## config.mk

```make
export PLATFORM = sky130hd
export DESIGN_NAME = dcache_nway
export DESIGN_NICKNAME = d
export VERILOG_FILES = /design/src/rtl/dcache_nway.sv
export SDC_FILE = /design/constraint.sdc
export NUM_CORES = 2
export LEC_CHECK = 0
export CAP_MARGIN = 20
export CORE_MARGIN = 3
export CORE_UTILIZATION = 28
export DETAILED_ROUTE_END_ITERATION = 10
export DONT_BUFFER_PORTS = 1
export GPL_ROUTABILITY_DRIVEN = 0
export PLACE_DENSITY_LB_ADDON = 0.08
export REMOVE_ABC_BUFFERS = 1
export SYNTH_ARGS = -nofsm -noshare
export SYNTH_HDL_FRONTEND = slang
export SYNTH_SLANG_ARGS = --single-unit
```

## constraint.sdc

```tcl
create_clock -name CLK -period 5.7 [get_ports CLK]
set_input_delay 0.855 -clock CLK [delete_from_list [all_inputs] [get_ports CLK]]
set_output_delay 0.855 -clock CLK [all_outputs]
set_load 0.01 [all_outputs]
```

## src/rtl/dcache_nway.sv

```systemverilog
// N-way set-associative write-back/write-allocate data cache with true-LRU replacement and halt-time flush.
// Optional feature: define HIT_COUNT_EN to keep a net hit counter and store it to CNT_ADDR after the flush.
module dcache_nway #(
    parameter int          NSETS    = 8,
    parameter int          NWAYS    = 2,
    parameter int          WORDS    = 2,
    parameter logic [31:0] CNT_ADDR = 32'h3100
) (
    input  logic        CLK,
    input  logic        nRST,
    input  logic        halt,
    input  logic        dmemREN,
    input  logic        dmemWEN,
    input  logic [31:0] dmemaddr,
    input  logic [31:0] dmemstore,
    output logic [31:0] dmemload,
    output logic        dhit,
    output logic        flushed,
    output logic        dREN,
    output logic        dWEN,
    output logic [31:0] daddr,
    output logic [31:0] dstore,
    input  logic [31:0] dload,
    input  logic        dwait
);
    localparam int IDX_W = $clog2(NSETS);
    localparam int AGE_W = $clog2(NWAYS);
    localparam int BLK_W = $clog2(WORDS);
    localparam int TAG_W = 32 - IDX_W - BLK_W - 2;
    localparam int PTR_W = IDX_W + AGE_W;

    localparam logic [2:0] S_IDLE  = 3'd0;
    localparam logic [2:0] S_WB    = 3'd1;
    localparam logic [2:0] S_LD    = 3'd2;
    localparam logic [2:0] S_SCAN  = 3'd3;
    localparam logic [2:0] S_FLUSH = 3'd4;
    localparam logic [2:0] S_CNT   = 3'd5;
    localparam logic [2:0] S_DONE  = 3'd6;

`ifdef HIT_COUNT_EN
    localparam logic [2:0] S_END = S_CNT;
`else
    localparam logic [2:0] S_END = S_DONE;
`endif

    logic [2:0]       r_state;
    logic [TAG_W-1:0] r_tag   [NSETS][NWAYS];
    logic [NWAYS-1:0] r_valid [NSETS];
    logic [NWAYS-1:0] r_dirty [NSETS];
    logic [AGE_W-1:0] r_age   [NSETS][NWAYS];
    logic [31:0]      r_data  [NSETS][NWAYS][WORDS];
    logic [IDX_W-1:0] r_idx;
    logic [AGE_W-1:0] r_way;
    logic [BLK_W-1:0] r_beat;
    logic [TAG_W-1:0] r_req_tag;
    logic [PTR_W-1:0] r_ptr;

    logic [TAG_W-1:0] w_tag;
    logic [IDX_W-1:0] w_idx;
    logic [BLK_W-1:0] w_blk;
    logic             w_req;
    logic             w_is_wr;
    logic             w_hit;
    logic [AGE_W-1:0] w_hit_way;
    logic             w_has_inv;
    logic [AGE_W-1:0] w_inv_way;
    logic [AGE_W-1:0] w_lru_way;
    logic [AGE_W-1:0] w_vic;
    logic             w_idle_go;
    logic             w_hit_now;
    logic             w_miss_now;
    logic             w_last_beat;
    logic             w_fill_done;
    logic             w_last_ptr;
    logic [IDX_W-1:0] w_scan_idx;
    logic [AGE_W-1:0] w_scan_way;
    logic             w_touch;
    logic [IDX_W-1:0] w_touch_idx;
    logic [AGE_W-1:0] w_touch_way;
    logic [31:0]      w_cnt_val;
    logic             w_unused;

    assign w_tag       = dmemaddr[31:IDX_W+BLK_W+2];
    assign w_idx       = dmemaddr[IDX_W+BLK_W+1:BLK_W+2];
    assign w_blk       = dmemaddr[BLK_W+1:2];
    assign w_unused    = ^dmemaddr[1:0];
    assign w_req       = dmemREN | dmemWEN;
    assign w_is_wr     = dmemWEN & ~dmemREN;
    assign w_idle_go   = (r_state == S_IDLE) && !halt && w_req;
    assign w_hit_now   = w_idle_go && w_hit;
    assign w_miss_now  = w_idle_go && !w_hit;
    assign w_last_beat = (r_beat == BLK_W'(WORDS - 1));
    assign w_fill_done = (r_state == S_LD) && !dwait && w_last_beat;
    assign w_last_ptr  = (r_ptr == {PTR_W{1'b1}});
    assign w_scan_idx  = r_ptr[PTR_W-1:AGE_W];
    assign w_scan_way  = r_ptr[AGE_W-1:0];
    assign w_touch     = w_hit_now || w_fill_done;
    assign w_touch_idx = w_fill_done ? r_idx : w_idx;
    assign w_touch_way = w_fill_done ? r_way : w_hit_way;
    assign w_vic       = w_has_inv ? w_inv_way : w_lru_way;

    // Descending loops so the lowest-index match wins.
    always_comb begin
        w_hit     = 1'b0;
        w_hit_way = '0;
        w_has_inv = 1'b0;
        w_inv_way = '0;
        w_lru_way = '0;
        for (int i = NWAYS - 1; i >= 0; i--) begin
            if (r_valid[w_idx][i] && (r_tag[w_idx][i] == w_tag)) begin
                w_hit     = 1'b1;
                w_hit_way = AGE_W'(i);
            end
            if (!r_valid[w_idx][i]) begin
                w_has_inv = 1'b1;
                w_inv_way = AGE_W'(i);
            end
            if (r_age[w_idx][i] == AGE_W'(NWAYS - 1)) begin
                w_lru_way = AGE_W'(i);
            end
        end
    end

    always_ff @(posedge CLK or negedge nRST) begin
        if (!nRST) begin
            r_state   <= S_IDLE;
            r_idx     <= '0;
            r_way     <= '0;
            r_beat    <= '0;
            r_req_tag <= '0;
            r_ptr     <= '0;
            for (int s = 0; s < NSETS; s++) begin
                r_valid[s] <= '0;
                r_dirty[s] <= '0;
                for (int w = 0; w < NWAYS; w++) begin
                    r_tag[s][w] <= '0;
                    r_age[s][w] <= AGE_W'(w);
                end
            end
        end else begin
            if (w_touch) begin
                for (int w = 0; w < NWAYS; w++) begin
                    if (AGE_W'(w) == w_touch_way) begin
                        r_age[w_touch_idx][w] <= '0;
                    end else if (r_age[w_touch_idx][w] < r_age[w_touch_idx][w_touch_way]) begin
                        r_age[w_touch_idx][w] <= r_age[w_touch_idx][w] + AGE_W'(1);
                    end
                end
            end
            case (r_state)
                S_IDLE: begin
                    if (halt) begin
                        r_state <= S_SCAN;
                        r_ptr   <= '0;
                    end else if (w_req) begin
                        if (w_hit) begin
                            if (w_is_wr) begin
                                r_dirty[w_idx][w_hit_way] <= 1'b1;
                            end
                        end else begin
                            r_idx     <= w_idx;
                            r_way     <= w_vic;
                            r_req_tag <= w_tag;
                            r_beat    <= '0;
                            r_state   <= (r_valid[w_idx][w_vic] && r_dirty[w_idx][w_vic]) ? S_WB : S_LD;
                        end
                    end
                end
                S_WB: begin
                    if (!dwait) begin
                        if (w_last_beat) begin
                            r_dirty[r_idx][r_way] <= 1'b0;
                            r_beat                <= '0;
                            r_state               <= S_LD;
                        end else begin
                            r_beat <= r_beat + BLK_W'(1);
                        end
                    end
                end
                S_LD: begin
                    if (!dwait) begin
                        if (w_last_beat) begin
                            r_tag[r_idx][r_way]   <= r_req_tag;
                            r_valid[r_idx][r_way] <= 1'b1;
                            r_dirty[r_idx][r_way] <= 1'b0;
                            r_beat                <= '0;
                            r_state               <= S_IDLE;
                        end else begin
                            r_beat <= r_beat + BLK_W'(1);
                        end
                    end
                end
                S_SCAN: begin
                    r_idx  <= w_scan_idx;
                    r_way  <= w_scan_way;
                    r_beat <= '0;
                    if (r_valid[w_scan_idx][w_scan_way] && r_dirty[w_scan_idx][w_scan_way]) begin
                        r_state <= S_FLUSH;
                    end else if (w_last_ptr) begin
                        r_state <= S_END;
                    end else begin
                        r_ptr <= r_ptr + PTR_W'(1);
                    end
                end
                S_FLUSH: begin
                    if (!dwait) begin
                        if (w_last_beat) begin
                            r_dirty[r_idx][r_way] <= 1'b0;
                            r_beat                <= '0;
                            if (w_last_ptr) begin
                                r_state <= S_END;
                            end else begin
                                r_ptr   <= r_ptr + PTR_W'(1);
                                r_state <= S_SCAN;
                            end
                        end else begin
                            r_beat <= r_beat + BLK_W'(1);
                        end
                    end
                end
                S_CNT: begin
                    if (!dwait) begin
                        r_state <= S_DONE;
                    end
                end
                S_DONE: r_state <= S_DONE;
                default: r_state <= S_IDLE;
            endcase
        end
    end

    // Line storage carries no reset; valid bits gate every use of it.
    always_ff @(posedge CLK) begin
        if (w_hit_now && w_is_wr) begin
            r_data[w_idx][w_hit_way][w_blk] <= dmemstore;
        end
        if ((r_state == S_LD) && !dwait) begin
            r_data[r_idx][r_way][r_beat] <= dload;
        end
    end

`ifdef HIT_COUNT_EN
    logic [31:0] r_hit_cnt;

    always_ff @(posedge CLK or negedge nRST) begin
        if (!nRST) begin
            r_hit_cnt <= '0;
        end else if (w_hit_now) begin
            r_hit_cnt <= r_hit_cnt + 32'd1;
        end else if (w_miss_now) begin
            r_hit_cnt <= r_hit_cnt - 32'd1;
        end
    end

    assign w_cnt_val = r_hit_cnt;
`else
    assign w_cnt_val = 32'd0;
`endif

    always_comb begin
        dhit     = w_hit_now;
        dmemload = w_hit_now ? r_data[w_idx][w_hit_way][w_blk] : 32'd0;
        flushed  = 1'b0;
        dREN     = 1'b0;
        dWEN     = 1'b0;
        daddr    = 32'd0;
        dstore   = 32'd0;
        case (r_state)
            S_WB, S_FLUSH: begin
                dWEN   = 1'b1;
                daddr  = {r_tag[r_idx][r_way], r_idx, r_beat, 2'b00};
                dstore = r_data[r_idx][r_way][r_beat];
            end
            S_LD: begin
                dREN  = 1'b1;
                daddr = {r_req_tag, r_idx, r_beat, 2'b00};
            end
            S_CNT: begin
                dWEN   = 1'b1;
                daddr  = CNT_ADDR;
                dstore = w_cnt_val;
            end
            S_DONE: flushed = 1'b1;
            default: ;
        endcase
    end
endmodule
```

==> impl_results.rst <==
.. list-table::
   :header-rows: 1

   * - Metric
     - Value
   * - Synth Cell Area
     - just over 70,000 µm²
   * - Antenna violations before repair
     - 15
   * - Status
     - finished with violations
   * - Final nets
     - between 5k and 6k
   * - Fraction of layout cells with a size suffix above 1
     - 0.283
   * - Max cap viols
     - 0
   * - Maximum number of pins on one net before global-route repair
     - between 500 and 600
   * - CTS tree
     - yes
   * - Placeable core region
     - about 260,000 µm²
   * - Critical Path RT
     - approximately 4900 ps
   * - Commonest register cell after synthesis
     - edfxtp_1
   * - Max IR drop VDD
     - 0.616 mV
   * - #FFs+latches synth
     - between 1.5k and 2k
   * - Multiplexer area fraction after synthesis
     - 0.155
   * - Type of the setup path with the least slack
     - input port to primary output
   * - Count of flip-flops with a built-in enable after synthesis
     - just over 1k
   * - Total CTS buffers
     - roughly 180
   * - Synth top area share
     - 0.426
   * - Critical-path maximum fanout
     - 201
   * - Detailed-route vias per instance
     - about 6
   * - HPWL reported at the end of detailed placement
     - a little under 200,000 µm
   * - Compound-gate portion of the synthesized area
     - 0.159
   * - Drt first-iter violations
     - roughly 6k
   * - Setup TNS
     - -1590 ps
   * - Effective utilization at floorplan
     - 0.283
   * - Final routed wire length divided by cell count
     - 38.3 µm
   * - Die Width
     - 514 µm
   * - Average cell area after synthesis
     - between 10 and 15 µm²
   * - Top post-synthesis cells by area
     - edfxtp_1 43%, dfrtp_1 17%, mux2_2 9.8%, a22oi_1 4.4%, mux4_2 3.0%
   * - Clock-pin slew reported for the worst setup and hold paths after clock tree synthesis
     - ~50 ps
   * - GR Util All Layers
     - 0.253
   * - Final worst path period share
     - 1.03
   * - Share of flip-flops with an asynchronous set or reset after synthesis
     - 0.329
   * - Sequential area share after synthesis
     - 0.600
   * - RSZ-0062 raised after global routing
     - true
   * - Total count of max-transition violations in the final report
     - 0
   * - ANT nets after route
     - 0
   * - Die height
     - just over 500 µm
   * - I/O Buffers
     - 0
   * - Slowest cell delay on critical path
     - between 600 and 700 ps
   * - FF-to-FF path depth
     - 15
   * - Nature of the critical path startpoint
     - input port
   * - Number of cells in the design after placement
     - approximately 8.6k
   * - Die area
     - 264,000 µm²
   * - Via count of the first global-routing pass
     - approximately 54k
   * - Violations in the final reports
     - hold timing, setup timing
   * - Final worst slack
     - -155 ps
   * - Count of TritonRoute iterations in the first routing pass
     - 8
   * - Total number of H-tree levels
     - 4
   * - Worst hold-check path type
     - input port to async pin
   * - Post-Synth Adder-Cell Area
     - 0.000589
   * - Library cell with the largest summed area after synthesis
     - edfxtp_1
   * - Final hold vios
     - 494
   * - Number of rows created at floorplan
     - ~190
   * - Synthesized-area fraction occupied by and/or/nand/nor cells
     - 0.0521
   * - R2r endpoint
     - r_data[5][9]
   * - Instance count of the mapped netlist
     - about 5.4k
   * - Endpoints failing setup
     - 27
   * - Setup slack of the most critical reg-to-reg path
     - between 800 and 900 ps
   * - Leakage
     - roughly 0.030 µW
   * - Root Driver
     - clkbuf_16
   * - Worst hold slack after final layout
     - -240 ps
   * - Element type at the critical path end
     - primary output
   * - Cell with the largest stage delay on the worst path
     - mux4_2
   * - Filler-free cell count of the finished design
     - 8,996
   * - Final design area excluding fillers
     - between 80,000 and 90,000 µm²
   * - Measured slew at the worst slew-check pin
     - around 1300 ps
   * - Total clock sinks
     - approximately 1.5k
   * - Netlist cell types
     - 79
   * - Total wire length
     - around 340,000 µm
   * - Total grt overflow
     - 0
   * - Worst clock skew
     - 47.6 ps
   * - Max Root-Sink Buffers
     - 3
   * - Worst skew pair latency
     - roughly 850 ps
   * - Final period demand of the worst path
     - about 5900 ps
   * - Placed instance area
     - a little under 80,000 µm²
   * - Power per unit of standard cell area
     - about 460 nW/µm²
   * - Wire length of the first global-routing pass
     - roughly 470,000 µm
   * - Cell breakdown of the critical path
     - mux4_2, mux2i_1, xor2_1, nand4_1, or4_4, or4_4, nor2_8, buf_12, buf_12, mux4_2, nor2_4, buf_6
   * - Ys Warns
     - 0
   * - Maximum frequency from static timing analysis
     - 0.171 GHz
   * - Data arrival, critical path
     - ~5000 ps
   * - Reg2reg start
     - r_tag[122]
   * - Relative area change from synthesis to final layout
     - 19.0%
   * - Residual DRC
     - 0
   * - Top-Level Pins
     - 202
   * - Xor-xnor portion of the synthesized cell area
     - 0.00497
   * - Largest family of logic cells by synthesized area
     - compound AO/OA/AOI/OAI gates
   * - Via count
     - roughly 54k
   * - Slew headroom
     - 0.163
## report_power, final
group          switching, µW  leakage, µW  internal, µW
combinational           7640       0.0113          3940
sequential              1480       0.0160         13600
clock                   5080      0.00314          7500
## metrics by stage
stage / utilization / worst slack [ps] / hold WS (ps) / total power (µW)
4_1_cts: 0.336 / -194 / -300 / 39400
3_5_place_dp: 0.309 / -411 / 481 / 26700
6_report: 0.336 / -155 / -240 / 39200
2_1_floorplan: - / -9600 / 451 / 20900
3_3_place_gp: 0.309 / -485 / 480 / 26700
5_1_grt: 0.336 / -165 / -304 / 40600
## layout by cell type (no fill, tap or decap), types with 32 or more instances in the layout
cell type / instances
clkbuf_1: 32
nor3_1: 74
a21oi_1: 175
nand2_1: 118
edfxtp_1: 1024
a22o_1: 76
a22oi_1: 424
o22ai_1: 315
mux2_2: 631
mux2i_1: 180
nand3_1: 39
a221oi_1: 138
and2_1: 33
dfrtp_1: 489
o211ai_1: 46
nand4_1: 121
o21ai_0: 158
buf_4: 298
nor2_1: 171
nor2_4: 39
o221ai_1: 65
buf_12: 87
mux4_2: 96
clkbuf_16: 187
## worst max path at each step
stage | depth (start not counted) | endpoint | from | slack [ps]
6_report | 12 | dmemload[27] | dmemaddr[3] | -150
5_1_grt | 15 | dmemload[30] | r_tag[18] | -170
4_1_cts | 14 | dmemload[30] | r_tag[121] | -190
3_5_place_dp | 14 | dmemload[30] | dmemaddr[3] | -410
3_3_place_gp | 14 | dmemload[30] | dmemaddr[3] | -480
2_1_floorplan | 4 | r_tag[156] | r_idx[2] | -9600
## synthesized netlist by cell type, drive strengths merged, types with 11 or more instances
| cell type | count |
|---|---|
| nor4 | 32 |
| xnor2 | 24 |
| dfrtp | 494 |
| buf | 151 |
| nor2b | 12 |
| inv | 21 |
| nor3 | 83 |
| clkbuf | 332 |
| nand4 | 121 |
| nand2b | 24 |
| nand2 | 133 |
| a211oi | 51 |
| o22a | 26 |
| a32o | 19 |
| or4 | 11 |
| and3 | 14 |
| a21oi | 178 |
| a22o | 76 |
| o21ai | 161 |
| nand3 | 39 |
| o221ai | 65 |
| o211ai | 46 |
| mux2i | 192 |
| a31oi | 33 |
| edfxtp | 1024 |
| nor2 | 216 |
| a221oi | 138 |
| and2 | 39 |
| o22ai | 320 |
| mux4 | 96 |
| xor2 | 17 |
| a22oi | 424 |
| mux2 | 631 |
## layer usage
layer,up-vias,wire [µm],track usage
li1,22000,-,-
met3,580,22600,0.0407
met5,-,38,0
met1,29000,151000,0.349
met4,6,12100,0.0814
met2,2692,159000,0.406
## worst max-delay path: cells and delay by family
family,cells,cell delay [ps]
simple gates,5,1730
buf+inv,3,430
mux,3,1400
xor+xnor,1,220
## flip-flops by register name, summed over array words and instances, names as in the netlist
| signal | count |
|---|---|
| r_data | 1024 |
| r_tag | 416 |
| r_req_tag | 26 |
| r_age | 16 |
| r_dirty | 16 |
| r_valid | 16 |
| r_ptr | 4 |
| r_idx | 3 |
| r_state | 3 |
| r_beat | 1 |
| r_way | 1 |
## cells by family (layout without fill, tap and decap cells)
group	after synthesis	in the layout
compound gates	1622	1622
buf+inv	506	766
xor+xnor	41	41
other cells	1	3
fa+ha+maj	4	4
flops	1526	1526
mux	919	919
simple gates	749	749
## area by class of cell
| class | count | area, µm² |
|---|---|---|
| fill | 24900 | 169000 |
| sequential | 1526 | 43300 |
| multi-input combinational | 3337 | 27600 |
| clock buffer | 239 | 5060 |
| tap | 3366 | 4210 |
| timing repair buffer | 401 | 4180 |
| clock inverter | 103 | 1360 |
| inverter | 23 | 91.3 |
| antenna | 1 | 2.50 |
## repair_timing
action / in CTS / in global routing
setup endpoints to repair: 31 / 31
resized for setup: 52 / 28
cloned: 1 / 1
endpoints found under the hold margin: 502 / 494
pin swaps: 25 / 17
setup buffers: 5 / 5
Note: power is estimated with default switching activity, not from simulation.
